[src/rtl/dcache_pkg.sv]
// Shared encodings and address-field positions for the data cache and its memory-side models.
// Purely declarative; no logic, latency or flow control of its own.
package dcache_pkg;

  localparam int DC_LINE_ADDR_LEN = 3;
  localparam int DC_SET_ADDR_LEN  = 3;
  localparam int DC_TAG_ADDR_LEN  = 30 - DC_LINE_ADDR_LEN - DC_SET_ADDR_LEN;
  localparam int DC_LINE_WORDS    = 1 << DC_LINE_ADDR_LEN;
  localparam int DC_SETS          = 1 << DC_SET_ADDR_LEN;

  localparam int DC_WORD_LSB = 2;
  localparam int DC_SET_LSB  = DC_WORD_LSB + DC_LINE_ADDR_LEN;
  localparam int DC_TAG_LSB  = DC_SET_LSB + DC_SET_ADDR_LEN;

  typedef enum logic [1:0] {
    ST_IDLE   = 2'd0,
    ST_WB     = 2'd1,
    ST_REFILL = 2'd2
  } state_t;

endpackage

[src/rtl/dcache_line_ram.sv]
// Cache data store: one synchronous write port, one asynchronous read port.
// Write lands at the clock edge; read data follows the read address in the same cycle.
module dcache_line_ram #(
  parameter int AW = 6
) (
  input  logic          clk_i,
  input  logic          we_i,
  input  logic [AW-1:0] waddr_i,
  input  logic [31:0]   wdata_i,
  input  logic [AW-1:0] raddr_i,
  output logic [31:0]   rdata_o
);

  logic [31:0] mem_q [2**AW];

  always_ff @(posedge clk_i) begin
    if (we_i) mem_q[waddr_i] <= wdata_i;
  end

  assign rdata_o = mem_q[raddr_i];

endmodule

[src/rtl/dcache_miss_unit.sv]
// Direct-mapped write-back/write-allocate D-cache: hits in zero cycles, misses stall for
// writeback beats + refill beats + 1 cycle; each beat holds mem_req/mem_addr until mem_ack.
module dcache_miss_unit
  import dcache_pkg::*;
#(
  parameter int LINE_ADDR_LEN = DC_LINE_ADDR_LEN,
  parameter int SET_ADDR_LEN  = DC_SET_ADDR_LEN
) (
  input  logic        clk,
  input  logic        CpuRst_n,
  input  logic        rd_req,
  input  logic        wr_req,
  input  logic [31:0] addr,
  input  logic [31:0] wr_data,
  output logic [31:0] rd_data,
  output logic        miss,
  output logic        mem_req,
  output logic        mem_we,
  output logic [31:0] mem_addr,
  output logic [31:0] mem_wdata,
  input  logic [31:0] mem_rdata,
  input  logic        mem_ack,
  output logic [31:0] miss_count
);

  localparam int TAG_ADDR_LEN = 30 - LINE_ADDR_LEN - SET_ADDR_LEN;
  localparam int SETS         = 1 << SET_ADDR_LEN;
  localparam int IDX_W        = SET_ADDR_LEN + LINE_ADDR_LEN;
  localparam logic [LINE_ADDR_LEN-1:0] LAST_BEAT = '1;

  logic [TAG_ADDR_LEN-1:0]  tag_a;
  logic [SET_ADDR_LEN-1:0]  set_a;
  logic [LINE_ADDR_LEN-1:0] word_a;
  logic                     addr_unused;

  assign tag_a       = addr[31 -: TAG_ADDR_LEN];
  assign set_a       = addr[2+LINE_ADDR_LEN+SET_ADDR_LEN-1 -: SET_ADDR_LEN];
  assign word_a      = addr[2+LINE_ADDR_LEN-1 -: LINE_ADDR_LEN];
  assign addr_unused = ^addr[1:0];

  state_t                   state_q, state_d;
  logic [LINE_ADDR_LEN-1:0] beat_q, beat_d;
  logic [TAG_ADDR_LEN-1:0]  vic_tag_q, vic_tag_d;
  logic [TAG_ADDR_LEN-1:0]  req_tag_q, req_tag_d;
  logic [SET_ADDR_LEN-1:0]  req_set_q, req_set_d;
  logic [SETS-1:0]          valid_q, valid_d;
  logic [SETS-1:0]          dirty_q, dirty_d;
  logic [31:0]              miss_count_q, miss_count_d;
  logic [TAG_ADDR_LEN-1:0]  tag_q [SETS];

  logic                     req, hit, tag_we;
  logic                     ram_we;
  logic [IDX_W-1:0]         ram_waddr, ram_raddr;
  logic [31:0]              ram_wdata, ram_rdata;

  assign req = rd_req | wr_req;
  assign hit = req & valid_q[set_a] & (tag_q[set_a] == tag_a) & (state_q == ST_IDLE);

  always_comb begin
    state_d      = state_q;
    beat_d       = beat_q;
    vic_tag_d    = vic_tag_q;
    req_tag_d    = req_tag_q;
    req_set_d    = req_set_q;
    valid_d      = valid_q;
    dirty_d      = dirty_q;
    miss_count_d = miss_count_q;
    tag_we       = 1'b0;
    ram_we       = 1'b0;
    ram_waddr    = {set_a, word_a};
    ram_wdata    = wr_data;
    ram_raddr    = {set_a, word_a};
    case (state_q)
      ST_IDLE: begin
        if (hit && wr_req) begin
          ram_we         = 1'b1;
          dirty_d[set_a] = 1'b1;
        end else if (req && !hit) begin
          vic_tag_d = tag_q[set_a];
          req_tag_d = tag_a;
          req_set_d = set_a;
          beat_d    = '0;
          if (miss_count_q != 32'hFFFF_FFFF) miss_count_d = miss_count_q + 32'd1;
          state_d   = (valid_q[set_a] && dirty_q[set_a]) ? ST_WB : ST_REFILL;
        end
      end
      ST_WB: begin
        ram_raddr = {req_set_q, beat_q};
        if (mem_ack) begin
          beat_d = beat_q + 1'b1;
          if (beat_q == LAST_BEAT) state_d = ST_REFILL;
        end
      end
      ST_REFILL: begin
        ram_waddr = {req_set_q, beat_q};
        ram_wdata = mem_rdata;
        if (mem_ack) begin
          ram_we = 1'b1;
          beat_d = beat_q + 1'b1;
          if (beat_q == LAST_BEAT) begin
            valid_d[req_set_q] = 1'b1;
            dirty_d[req_set_q] = 1'b0;
            tag_we             = 1'b1;
            state_d            = ST_IDLE;
          end
        end
      end
      default: state_d = ST_IDLE;
    endcase
  end

  always_ff @(posedge clk) begin
    if (!CpuRst_n) begin
      state_q      <= ST_IDLE;
      beat_q       <= '0;
      vic_tag_q    <= '0;
      req_tag_q    <= '0;
      req_set_q    <= '0;
      valid_q      <= '0;
      dirty_q      <= '0;
      miss_count_q <= '0;
    end else begin
      state_q      <= state_d;
      beat_q       <= beat_d;
      vic_tag_q    <= vic_tag_d;
      req_tag_q    <= req_tag_d;
      req_set_q    <= req_set_d;
      valid_q      <= valid_d;
      dirty_q      <= dirty_d;
      miss_count_q <= miss_count_d;
    end
  end

  // Tags are left uninitialised; the valid bits alone qualify them.
  always_ff @(posedge clk) begin
    if (CpuRst_n && tag_we) tag_q[req_set_q] <= req_tag_q;
  end

  dcache_line_ram #(.AW(IDX_W)) u_line_ram (
    .clk_i   (clk),
    .we_i    (ram_we & CpuRst_n),
    .waddr_i (ram_waddr),
    .wdata_i (ram_wdata),
    .raddr_i (ram_raddr),
    .rdata_o (ram_rdata)
  );

  always_comb begin
    mem_addr = '0;
    case (state_q)
      ST_WB:     mem_addr = {vic_tag_q, req_set_q, beat_q, 2'b00};
      ST_REFILL: mem_addr = {req_tag_q, req_set_q, beat_q, 2'b00};
      default:   mem_addr = '0;
    endcase
  end

  assign rd_data    = ram_rdata;
  assign mem_wdata  = ram_rdata;
  assign mem_we     = (state_q == ST_WB);
  assign mem_req    = CpuRst_n & (state_q != ST_IDLE);
  assign miss       = CpuRst_n & ((state_q != ST_IDLE) | (req & ~hit));
  assign miss_count = miss_count_q;

endmodule

[config.mk]
export PLATFORM = sky130hd
export DESIGN_NAME = dcache_miss_unit
export DESIGN_NICKNAME = d
export VERILOG_FILES = /design/src/rtl/dcache_pkg.sv /design/src/rtl/dcache_line_ram.sv /design/src/rtl/dcache_miss_unit.sv
export SDC_FILE = /design/constraint.sdc
export NUM_CORES = 2
export LEC_CHECK = 0
export CELL_PAD_IN_SITES_DETAIL_PLACEMENT = 1
export CELL_PAD_IN_SITES_GLOBAL_PLACEMENT = 1
export CORE_UTILIZATION = 40
export CTS_CLUSTER_SIZE = 12
export DETAILED_ROUTE_END_ITERATION = 10
export PLACE_DENSITY_LB_ADDON = 0.1
export SLEW_MARGIN = 25
export SYNTH_ARGS = -nofsm -noshare
export SYNTH_HDL_FRONTEND = slang
export SYNTH_SLANG_ARGS = --single-unit
[constraint.sdc]
create_clock -name clk -period 5.7 [get_ports clk]
set_input_delay 0.57 -clock clk [delete_from_list [all_inputs] [get_ports clk]]
set_output_delay 0.57 -clock clk [all_outputs]
set_load 0.02 [all_outputs]
Word-level counts from Yosys, hierarchy flattened

Memories as Yosys holds them, arrays and structs flattened.
Cells that the tools add are included.

Add/subtract/negate cells: 2
Magnitude comparators: 4
Equal/unequal tests: 13
Muxes and demuxes: 38
Bitwise logic cells: 15
Reductions and logical operators: 18

Operator list:

| operator                | count |
|---|---|
| $pmux W32 S2            | 1 |
| $add A32 B1 Y32 const B | 1 |
| $mux W32                | 1 |
| $ne A32 B32 Y1 const B  | 1 |
| $eq A24 B24 Y1          | 1 |
| $mux W8                 | 3 |
| $or A8 B8 Y8            | 2 |
| $pmux W8 S2             | 1 |
| $mux W2                 | 7 |
| $mux W1                 | 13 |
| $mux W6                 | 2 |
| $reduce_and A4 Y1       | 3 |
| $ne A2 B1 Y1 const B    | 5 |
| $mux W3                 | 3 |
| $and A8 B8 Y8           | 1 |
| $lt A3 B4 Y1 const B    | 2 |
| $not A8 Y8              | 1 |
| $and A1 B1 Y1           | 7 |
| $bmux W1 S3             | 2 |
| $demux W1 S3            | 2 |
| $ge A3 B1 Y1 const B    | 2 |
| $logic_and A1 B1 Y1     | 6 |
| $ne A2 B2 Y1 const B    | 3 |
| $pmux W2 S3             | 1 |
| other kinds (14)        | 19 |

Bits in registers: 104
Memory bits (writable): 2240
Word-level logic and storage cells: 100
Memories: 2

Memories:

| memory           | words | bits a word | read ports | clocked after Yosys merged registers in | wr ports | line                   | source |
|---|---|---|---|---|---|---|---|
| u_line_ram.mem_q | 64    | 32          | 1          | 0                                       | 1        | dcache_line_ram.sv:14  | `logic [31:0] mem_q [2**AW];` |
| tag_q            | 8     | 24          | 1          | 0                                       | 1        | dcache_miss_unit.sv:49 | `logic [TAG_ADDR_LEN-1:0] tag_q [SETS];` |

Logic depth before layout (Yosys ltp)

Word-level depth: 11
Mapped depth: 15

Modules after synthesis

Synthesis repeated with hierarchy kept, for this count alone.

Cell total of the unflattened synthesis: 4397
Area, all modules: 91427.7 um2

By module, submodules not included:

| module           | instances | cells an instance | area each (um2) | sequential area each (um2) |
|---|---|---|---|---|
| dcache_line_ram  | 1         | 3292              | 77874.7         | 61499.0 |
| dcache_miss_unit | 1         | 1105              | 13553.0         | 7847.5 |

Least setup slack after synthesis

OpenSTA, ideal clock, no wires.

Path kind: input -> register
Start point: in addr[5]
End point: mem u_line_ram.mem_q[41][0], enable pin
Setup time: 0.421 ns
Arrival: 4.536 ns
Setup slack: 0.743 ns
Stages on the path: 11
Buffers on the path: 3
Cell sequence: buf_6 > buf_2 > mux2i_1 > mux4_2 > xor2_1 > nand3_1 > or4_1 > nor4_4 > a31oi_4 > buf_6 > nor2_1

Longest elaborated chain between the ends: 11
Elaborated cells on any way between the ends: 14

Ends and longest elaborated chain:

| element                                                 | line                   | source |
|---|---|---|
| start: declaration                                      | dcache_miss_unit.sv:13 | `input logic [31:0] addr,` |
| branches (longest 11 deep; another with $mem_v2 Z8 W24) | -                      |  |
| end: declaration                                        | dcache_line_ram.sv:14  |  |

Parallel ways; which one is timed is not known. The select of a mux whose other input is x is not followed.

Worst setup path in the final report

Start point: reg state_q[1]
End point: out mem_wdata[21]

Longest elaborated chain between the ends: 3

Ends and longest elaborated chain:

| element                  | line                    | source |
|---|---|---|
| start: declaration       | dcache_miss_unit.sv:41  | `state_t state_q, state_d;` |
| start signal: assignment | dcache_miss_unit.sv:123 | `state_q <= state_d;` |
| $eq A2 B1 Y1             | dcache_miss_unit.sv:73  | `case (state_q)` |
| $mux W6                  | dcache_miss_unit.sv:73  |  |
| $mem_v2 Z64 W32          | -                       |  |
| end: declaration         | dcache_miss_unit.sv:20  | `output logic [31:0] mem_wdata,` |

Every way passes these cells.

==> results.sh <==
export IMPL_cpMostUsedCell="buf_4"
export IMPL_cts_sink_count=2344
export IMPL_cap_violations=0
export IMPL_min_path_type="input pin to register"
export IMPL_final_core_util_pct=47.93
export IMPL_rows=176
export IMPL_clk_root_buffer_cell="clkbuf_16"
export IMPL_yosysWarnings=0
export IMPL_leakagePower_nw=34.52
export IMPL_p_int_mw=30.33
export IMPL_synth_top_area_share_pct=72.78
export IMPL_min_path_cells=2
export IMPL_sw_frac_of_total_pct=23.91
export IMPL_nets=5401
export IMPL_ys_flop_type="edfxtp_1"
export IMPL_wl_per_cell_um=31.30
export IMPL_wl_mm=266.5
export IMPL_power_frac_comb_pct=9.6
export IMPL_initial_core_util_pct=40.20
export IMPL_antenna_found_initial=12
export IMPL_fmaxAchievable_ghz=0.1769
export IMPL_first_iter_violations=3798
export IMPL_die_h_um=482.7
export IMPL_clk_latency_ns=0.92
export IMPL_power_density_mw_per_mm2=361.7
export IMPL_fin_skew_ns=0.05772
export IMPL_cts_path_max_buffers=4
export IMPL_ys_top_cells_by_area="edfxtp_1 73%, mux4_2 13%, dfxtp_1 2.3%, nand2_1 1.6%, a211oi_1 1.3%"
export IMPL_num_vias=48820
export IMPL_track_usage_pct=22.81
export IMPL_synth_common_cells="2240 x edfxtp_1, 533 x mux4_2, 396 x nand2_1"
export IMPL_synth_yosys_seq_area_share_pct=75.03
export IMPL_reg2reg_depth=10
export IMPL_cts_hold_buf=0
export IMPL_grt_pass1_vias=51680
export IMPL_clk_pin_slew_ns=0.06
export IMPL_path_buf_inv=6
export IMPL_io_buffers=227
export IMPL_synthCells=4777
export IMPL_finalSetupViolCount=0
export IMPL_setup_tns_final_ns=0
export IMPL_netlist_area_mm2=0.09242
export IMPL_power_frac_clock_pct=40.2
export IMPL_slew_viol_final=0
export IMPL_slew_headroom_pct=29.12
export IMPL_power_switching_mw=9.531
export IMPL_core_area_mm2=0.2299
export IMPL_fp_dieArea_mm2=0.2330
export IMPL_grt_max_degree=82
export IMPL_min_period_ns=5.652
export IMPL_io_pins=232
export IMPL_layout_area_overhead_vs_synth_pct=19.24
export IMPL_cts_tree="done"
export IMPL_cp_max_fo=22
export IMPL_finalPower_mw=39.86
export IMPL_setup_worst_path_end_class="output pin"
export IMPL_cts_buffers=275
export IMPL_critical_path_class="register to output pin"
export IMPL_ys_types=71
export IMPL_pwr_share_seq_pct=50.2
export IMPL_cp_slowest_cell="clkdlybuf4s50_1"
export IMPL_peakVddDrop_mv=0.4100
export IMPL_gp_congestion=0.7721
export IMPL_drc_errors=0
export IMPL_fill_cells=21010
export IMPL_status="completed"
export IMPL_vias_per_cell=5.736
export IMPL_dpl_hpwl_mm=155.6
export IMPL_post_synth_top_area_cell="edfxtp_1"
export IMPL_required_ns=5.13
export IMPL_drive_above_1_share_pct=26.36
export IMPL_slowest_delay_ns=0.72
export IMPL_cp_top_family="buffers and inverters"
export IMPL_synth_edf_count=2240
export IMPL_synth_most_common_cell="edfxtp_1"
export IMPL_htree_levels=5
export IMPL_tightest_slew_ns=1.062
export IMPL_die_x_um=482.7
export IMPL_hold_viol=0
export IMPL_cp_depth=14
export IMPL_syn_avg_cell_area_um2=19.35
export IMPL_yosys_register_bits=2344
export IMPL_async_flop_share_pct=0
export IMPL_fin_crit_sh_pct=99.15
export IMPL_worst_endpoint_arrival_ns=5.08
export IMPL_critPathLaunchType="register"
export IMPL_drt_pass1_iterations=5
export IMPL_gr_total_overflow=0
export IMPL_worstPathCellList="inv_1 > ha_4 > buf_4 > mux2_8 > buf_4 > buf_12 > mux4_2 > and2_1 > a211oi_1 > a31oi_1 > a21oi_1 > buf_4 > a21oi_1 > clkdlybuf4s50_1"
export IMPL_ant_nets=0
export IMPL_grt_pass1_wl_mm=378.9
## routing by layer
metal	global-route usage (%)	up-vias	part of all wire, %
li1	-	20620	-
met1	31.46	26610	43
met2	38.34	1195	50
met3	2.852	391	4.5
met4	5.925	4	2.5
met5	0	-	0.011
## flip-flops by register name, summed over array words and instances (netlist names), 8 cells and up
signal / count
tag_q: 192
dirty_q: 8
valid_q: 8
vic_tag_q: 24
miss_count: 32
u_line_ram.mem_q: 2048
req_tag_q: 24
## power by group through the flow
stage | logic (mW) | registers (mW) | clock network, mW
after floorplan | 1.97 | 20.3 | 0
after global placement | 3.72 | 20.3 | 0
after detailed placement | 3.83 | 20.4 | 0
after CTS | 3.86 | 20.0 | 16.4
after global routing | 4.08 | 20.0 | 17.0
final | 3.84 | 20.0 | 16.0
## cell type report
class	count	area, um^2	share of cell area [%]
clock inverters	97	586.8	0.5325
inverters	13	48.80	0.04428
well taps	3026	3786	3.436
diodes	11	27.53	0.02498
flip-flops and latches	2344	69350	62.93
clock buffers	361	7403	6.718
repair buffers	572	6694	6.074
multi-input cells	2088	22310	20.24
## cell usage in the layout, fill, tap and decap left out, types with 14 or more instances in the layout
cell type | synthesis | layout
clkinv_1 | 0 | 50
nand4_1 | 17 | 17
nor3_1 | 22 | 22
dfxtp_1 | 104 | 104
a211oi_2 | 0 | 14
a22oi_1 | 24 | 24
o21ai_0 | 57 | 57
clkinv_2 | 0 | 33
clkbuf_16 | 0 | 285
or3_1 | 23 | 23
buf_12 | 1 | 128
nand2b_1 | 21 | 21
clkdlybuf4s50_1 | 0 | 215
a311oi_1 | 65 | 63
buf_4 | 38 | 205
mux2i_1 | 35 | 32
edfxtp_1 | 2240 | 2240
clkbuf_1 | 168 | 74
nor2_4 | 0 | 64
a211oi_1 | 166 | 152
mux2_2 | 91 | 87
o22ai_1 | 29 | 29
nand2_1 | 396 | 396
nor2b_1 | 28 | 28
nand3_1 | 20 | 20
and2_1 | 128 | 128
nor4_1 | 16 | 16
mux4_2 | 533 | 533
a31oi_1 | 69 | 63
a21oi_1 | 113 | 100
nor2_1 | 104 | 34
## path summary, 6_finish.rpt
kind                                    from                      end  slack (ns)
worst min register to register    valid_q[1]               valid_q[1]        0.46
worst max register to register  tag_q[7][22]  u_line_ram.mem_q[10][8]        1.43
worst max-delay path              state_q[1]            mem_wdata[21]        0.05
worst min-delay path                CpuRst_n               dirty_q[7]        0.09
## stage by stage
stage	instance area [um^2]	hold slack [ns]	setup slack [ns]	cells
3_3_place_gp	101500	0.4332	0.3206	8019
4_1_cts	109900	0.02620	0.003025	8485
5_1_grt	110200	0.05352	-0.007994	8505
3_5_place_dp	101600	0.4440	0.2996	8020
6_report	110200	0.08826	0.04833	8512
2_1_floorplan	92420	0.4258	0.7429	4778
## worst register-to-register path: stages (launching register included)
cell and delay (ns):
edfxtp_1 0.37, mux4_2 0.48, mux2i_1 0.44, xor2_1 0.25, o2111ai_1 0.16, or4_4 0.54
nor4_4 0.40, a31oi_4 0.41, buf_4 0.40, nor2_4 0.15, buf_12 0.27
## cells by family (layout without fill, tap and decap cells)
family	Yosys count	in the layout	synth area share, %
flip-flops	2344	2344	75.03
AND/OR/NAND/NOR	825	825	4.251
multiplexers	663	665	14.53
AO/OA/AOI/OAI	580	580	4.284
buffers and inverters	348	1043	1.721
XOR/XNOR	10	10	0.09477
adder cells (fa/ha/maj)	6	6	0.08123
other	1	13	0.004058
## timing repair
item | in CTS | in global routing
setup buffers | 4 | 11
hold endpoints to repair | 0 | 0
resized for setup | 41 | 20
endpoints found under the setup margin | 59 | 43
cloned | 3 | 5
pin swaps | 1 | 3
Power figures use the tool's default switching activity.
